===== config.mk =====
export PLATFORM = sky130hd
export DESIGN_NAME = lsu_mem_ctrl
export DESIGN_NICKNAME = d
export VERILOG_FILES = /design/src/rtl/lsu_mem_ctrl.sv
export SDC_FILE = /design/constraint.sdc
export NUM_CORES = 1
export LEC_CHECK = 0
export ABC_AREA = 1
export CORE_ASPECT_RATIO = 2
export CORE_MARGIN = 2
export CORE_UTILIZATION = 40
export DETAILED_ROUTE_END_ITERATION = 8
export PLACE_DENSITY = 0.73
export SKIP_CTS_REPAIR_TIMING = 1
export SYNTH_ARGS = -nofsm -noshare
export SYNTH_HDL_FRONTEND = slang
export SYNTH_SLANG_ARGS = --single-unit

===== constraint.sdc =====
create_clock -name clk_i -period 2.35 [get_ports clk_i]
set_input_delay 0.3525 -clock clk_i [delete_from_list [all_inputs] [get_ports clk_i]]
set_output_delay 0.3525 -clock clk_i [all_outputs]
set_load 0.02 [all_outputs]

===== src/rtl/lsu_mem_ctrl.sv =====
// Load/store sequencer between the MEM stage and the data-memory port.
// Accepts one access per req handshake, aligns address/byte-enables/store data,
// runs the memory req/gnt/rvalid protocol and returns lane-shifted, extended
// load data. Holds busy_o (pipeline stall) whenever it is not idle.
//
// Ports
//   clk_i, rst_i            clock; synchronous active-high reset
//   req_valid_i/ready_o     access handshake (ready only while idle)
//   req_we_i, req_funct3_i  store flag and RV32I width/sign code
//   req_addr_i, req_wdata_i byte address and store data
//   rsp_valid_o             one-cycle completion pulse
//   rsp_err_o               00 ok, 01 misaligned, 10 illegal funct3, 11 timeout
//   rsp_rdata_o             extended load data (0 for stores and errors)
//   busy_o                  access in flight
//   mem_req_o .. mem_wdata_o  request to memory, held until mem_gnt_i
//   mem_gnt_i, mem_rvalid_i, mem_rdata_i  memory grant and read return
module lsu_mem_ctrl #(
  parameter int unsigned XLEN    = 32,
  parameter int unsigned TIMEOUT = 16
) (
  input  logic            clk_i,
  input  logic            rst_i,
  input  logic            req_valid_i,
  output logic            req_ready_o,
  input  logic            req_we_i,
  input  logic [2:0]      req_funct3_i,
  input  logic [XLEN-1:0] req_addr_i,
  input  logic [XLEN-1:0] req_wdata_i,
  output logic            rsp_valid_o,
  output logic [1:0]      rsp_err_o,
  output logic [XLEN-1:0] rsp_rdata_o,
  output logic            busy_o,
  output logic            mem_req_o,
  output logic            mem_we_o,
  output logic [XLEN-1:0] mem_addr_o,
  output logic [3:0]      mem_be_o,
  output logic [XLEN-1:0] mem_wdata_o,
  input  logic            mem_gnt_i,
  input  logic            mem_rvalid_i,
  input  logic [XLEN-1:0] mem_rdata_i
);

  localparam int unsigned CntW = (TIMEOUT > 2) ? $clog2(TIMEOUT) : 1;
  localparam logic [CntW-1:0] CntLast = CntW'(TIMEOUT - 1);

  typedef enum logic [1:0] {StIdle, StReq, StWait, StResp} state_e;

  state_e            state_q, state_d;
  logic              we_q, we_d;
  logic [2:0]        funct3_q, funct3_d;
  logic [XLEN-1:0]   addr_q, addr_d;
  logic [XLEN-1:0]   wdata_q, wdata_d;
  logic [CntW-1:0]   cnt_q, cnt_d;
  logic [1:0]        err_q, err_d;
  logic [XLEN-1:0]   rdata_q, rdata_d;

  logic              illegal;
  logic              misaligned;
  logic [3:0]        be;
  logic [XLEN-1:0]   wdata_lane;
  logic [XLEN-1:0]   shifted;
  logic [XLEN-1:0]   load_ext;

  // Request checks use the incoming request so errors are decided at accept.
  always_comb begin
    illegal = 1'b0;
    case (req_funct3_i)
      3'b000, 3'b001, 3'b010: illegal = 1'b0;
      3'b100, 3'b101:         illegal = req_we_i;  // no unsigned stores
      default:                illegal = 1'b1;
    endcase
  end

  always_comb begin
    misaligned = 1'b0;
    case (req_funct3_i[1:0])
      2'b01:   misaligned = req_addr_i[0];
      2'b10:   misaligned = (req_addr_i[1:0] != 2'b00);
      default: misaligned = 1'b0;
    endcase
  end

  // Byte enables and lane-replicated store data from the latched access.
  always_comb begin
    be         = 4'b1111;
    wdata_lane = wdata_q;
    if (we_q) begin
      case (funct3_q[1:0])
        2'b00: begin
          be         = 4'b0001 << addr_q[1:0];
          wdata_lane = {4{wdata_q[7:0]}};
        end
        2'b01: begin
          be         = 4'b0011 << addr_q[1:0];
          wdata_lane = {2{wdata_q[15:0]}};
        end
        default: begin
          be         = 4'b1111;
          wdata_lane = wdata_q;
        end
      endcase
    end
  end

  // Move the addressed lane down to bit 0, then extend per funct3.
  always_comb begin
    shifted  = mem_rdata_i >> {addr_q[1:0], 3'b000};
    load_ext = shifted;
    case (funct3_q)
      3'b000:  load_ext = {{24{shifted[7]}}, shifted[7:0]};
      3'b100:  load_ext = {24'b0, shifted[7:0]};
      3'b001:  load_ext = {{16{shifted[15]}}, shifted[15:0]};
      3'b101:  load_ext = {16'b0, shifted[15:0]};
      default: load_ext = shifted;
    endcase
  end

  always_comb begin
    state_d  = state_q;
    we_d     = we_q;
    funct3_d = funct3_q;
    addr_d   = addr_q;
    wdata_d  = wdata_q;
    cnt_d    = cnt_q;
    err_d    = err_q;
    rdata_d  = rdata_q;
    unique case (state_q)
      StIdle: begin
        cnt_d = '0;
        if (req_valid_i) begin
          we_d     = req_we_i;
          funct3_d = req_funct3_i;
          addr_d   = req_addr_i;
          wdata_d  = req_wdata_i;
          rdata_d  = '0;
          err_d    = 2'b00;
          if (illegal) begin
            err_d   = 2'b10;
            state_d = StResp;
          end else if (misaligned) begin
            err_d   = 2'b01;
            state_d = StResp;
          end else begin
            state_d = StReq;
          end
        end
      end
      StReq: begin
        if (mem_gnt_i) begin
          cnt_d   = '0;
          state_d = we_q ? StResp : StWait;
        end
      end
      StWait: begin
        if (mem_rvalid_i) begin
          // rvalid in the final counted cycle still wins over timeout
          rdata_d = load_ext;
          err_d   = 2'b00;
          cnt_d   = '0;
          state_d = StResp;
        end else if (cnt_q == CntLast) begin
          err_d   = 2'b11;
          cnt_d   = '0;
          state_d = StResp;
        end else begin
          cnt_d = cnt_q + CntW'(1);
        end
      end
      StResp: begin
        cnt_d   = '0;
        state_d = StIdle;
      end
      default: state_d = StIdle;
    endcase
  end

  always_comb begin
    req_ready_o = 1'b0;
    busy_o      = 1'b1;
    rsp_valid_o = 1'b0;
    rsp_err_o   = 2'b00;
    rsp_rdata_o = '0;
    mem_req_o   = 1'b0;
    mem_we_o    = 1'b0;
    mem_addr_o  = '0;
    mem_be_o    = 4'b0000;
    mem_wdata_o = '0;
    unique case (state_q)
      StIdle: begin
        req_ready_o = 1'b1;
        busy_o      = 1'b0;
      end
      StReq: begin
        mem_req_o   = 1'b1;
        mem_we_o    = we_q;
        mem_addr_o  = {addr_q[XLEN-1:2], 2'b00};
        mem_be_o    = be;
        mem_wdata_o = wdata_lane;
      end
      StWait: begin
        busy_o = 1'b1;
      end
      StResp: begin
        rsp_valid_o = 1'b1;
        rsp_err_o   = err_q;
        rsp_rdata_o = rdata_q;
      end
      default: begin
        busy_o = 1'b1;
      end
    endcase
  end

  always_ff @(posedge clk_i) begin
    if (rst_i) begin
      state_q  <= StIdle;
      we_q     <= 1'b0;
      funct3_q <= 3'b000;
      addr_q   <= '0;
      wdata_q  <= '0;
      cnt_q    <= '0;
      err_q    <= 2'b00;
      rdata_q  <= '0;
    end else begin
      state_q  <= state_d;
      we_q     <= we_d;
      funct3_q <= funct3_d;
      addr_q   <= addr_d;
      wdata_q  <= wdata_d;
      cnt_q    <= cnt_d;
      err_q    <= err_d;
      rdata_q  <= rdata_d;
    end
  end

endmodule


==> summary.txt <==
Achievable frequency - 443 MHz
Main synth FF type - dfxtp_1
Area share of the largest cell type after synthesis - 0.364
RR Startpoint - state_q[1]
Final #Nets - 1234
Remaining DRCs - 0
H-tree depth - 3
Fraction of layout cells with a size suffix above 1 - 0.0791
Worst endpoint data arrival time - 1900 ps
Routed Antenna Nets - 0
Fin. Hold Viols - 0
Drt pass-1 iters - 7
Clock latency on the worst-skew pair - 350 ps
Reg clk slew, reported paths - 80 ps
Synthesized area - 0.00593 mm2
Number of global-route vias before repair - 6105
Period utilization - 0.960
Slowest-stage cell, CP - clkdlybuf4s50_1
Hold Path Class - reg -> reg
Root Driver - clkbuf_16
Drt total wl - 17800 um
Maxcap violations - 0
Worst EP required - 2000 ps
Initial antenna violation count - 0
Post-DP HPWL - 13000 um
CP max stage delay - 590 ps
Hold Crit Start - rdata_q[5]
Via/cell ratio - 4.92
Synth cell types - 39
Worst slew pin tran - 504 ps
Crit end category - output port
Post-synth top cells - nand2_1 (260), nor2_1 (151), dfxtp_1 (108)
CTS buffer count - 9
P&R area growth vs syn - 47.3%
Hold Crit Depth - 2
Worst path setup slack after routing - 95.1 ps
Sequential area share after synthesis - 0.364
Number of synthesized flops with an enable pin - 0
Port bufs - 209
Synth area leader - dfxtp_1
DR iter-0 viols - 367
Critical-path maximum fanout - 31
Diode count - 0
Reg2Reg Setup Slack - 420 ps
Startpoint types - flip-flop
Dpl ws - 88.4 ps
Asr flop ratio synth - 0
Status - finished, final reports clean
VDD IR max - 0.618 mV
Bufs on Longest Clock Path - 2
Hold Crit Endpoint - rdata_q[5]
Synth Warn # - 0
First-pass GRT wire length - 29000 um
Fin. max-slew vios - 0
Overall Global Routing Usage - 0.219
Final GP Congestion - 0.896
#FFs+latches synth - 108
# IOs - 212
Worst path bufs/invs - 4
Pwr dens - 920 mW/mm2
Total Power - 8.03 mW
Synth Instances - 937
Min Tclk post-route - 2250 ps
Setup Crit Path Kind - reg -> out
Largest net degree at the start of global routing - 45
Die Height - 176 um
Crit-path leading delay family - buffers and inverters
Reg2Reg Depth - 8
Initial Util - 0.405
Core box area - 0.0147 mm2
Die Span X - 90.1 um
Hold_ws - 466 ps
Die area - 0.0159 mm2
Setup-failing EPs final - 0
Final std cells w/o fill - 1320
Most common cell in the synthesized netlist - nand2_1
Top cells by area, synth - dfxtp_1 (36%), nand2_1 (16%), nor2_1 (9.6%)
Sink Count - 108
Cells along the critical path - inv_2 -> ha_4 -> buf_12 -> nand2_1 -> inv_1 -> clkdlybuf4s50_1
Average size of a mapped cell - 6.33 um2
Vias - 6493
Reg-to-reg endpoint - state_q[0]
FP Rows - 63
RSZ-0062 raised after global routing - false
CTS tree - done
Setup Skew - 11.9 ps
Wire per inst - 13.5 um
Placed Cells - 1304
Slew HR - 0.664
Leakage power - 5.61 nW
Gr ovfl total - 0
-- cell type report --
| class | instances | area [um2] |
|---|---|---|
| Clock buffer | 10 | 229 |
| Clock inverter | 6 | 46.3 |
| Fill cell | 1401 | 5930 |
| Inverter | 107 | 409 |
| Multi-Input combinational cell | 662 | 3080 |
| Sequential cell | 108 | 2160 |
| Tap cell | 195 | 244 |
| Timing Repair Buffer | 232 | 2570 |
-- tightest hold or removal path: stages (launching register included) --
cell     delay (ps)
dfxtp_1         310
nand2_1          60
a21oi_1          50
-- placed cells by master (no fill, tap or decap), types with 3 or more instances in the layout --
cell type        instances
a21oi_1                 64
a21oi_2                 11
buf_12                   6
buf_4                   17
clkbuf_16                9
clkdlybuf4s50_1        118
clkinv_2                 3
dfxtp_1                107
dlymetal6s2s_1          91
ha_1                     8
inv_1                   95
inv_2                    9
inv_6                    3
nand2_1                258
nand2_2                 15
nand3_1                 44
nor2_1                 150
nor2_4                   3
o211ai_1                 6
o21ai_0                 81
-- power by group --
part	internal [mW]	switching [mW]	leakage, nW
Combinational	1.53	2.45	4.60
Clock	0.730	0.708	0.130
Sequential	2.29	0.321	0.887
-- how the worst max path moves through the flow --
| stage | cells past startpoint | startpoint | to |
|---|---|---|---|
| global placement | 7 | we_q | mem_wdata_o[30] |
| detailed placement | 7 | we_q | mem_wdata_o[30] |
| CTS | 7 | we_q | mem_wdata_o[30] |
| finish | 6 | state_q[1] | mem_addr_o[2] |
| global route | 6 | state_q[1] | mem_addr_o[9] |
| floorplan | 6 | state_q[1] | mem_addr_o[10] |
-- flip-flops by register name, summed over array words and instances, names as in the netlist --
register  cells
err_q         2
state_q       2
rdata_q      32
we_q          1
cnt_q         4
wdata_q      32
funct3_q      3
addr_q       32
-- routing by layer --
layer | vias to the layer above | routed length (um) | track usage
met5 | - | 0 | 0
li1 | 3273 | - | -
met3 | 26 | 1490 | 0.0568
met4 | 0 | 300 | 0.0808
met1 | 2923 | 7820 | 0.285
met2 | 271 | 8220 | 0.350
-- through the flow --
| step | setup TNS [ps] | area, um2 | utilization |
|---|---|---|---|
| 2_1_floorplan | 0 | 5940 | - |
| 4_1_cts | -7540 | 8490 | 0.579 |
| 6_report | 0 | 8740 | 0.596 |
| 5_1_grt | 0 | 8740 | 0.596 |
| 3_5_place_dp | 0 | 8210 | 0.560 |
| 3_3_place_gp | 0 | 8210 | 0.560 |
-- cell families (layout without fill, tap and decap cells) --
family | Yosys count | after routing | share of synthesized area
other cells | 1 | 2 | 0.000632
fa+ha+maj | 9 | 9 | 0.0190
flops | 108 | 108 | 0.364
buf+inv | 168 | 355 | 0.122
simple gates | 481 | 481 | 0.337
compound gates | 169 | 169 | 0.156
xor+xnor | 1 | 1 | 0.00148
(Power assumes the default switching activity.)
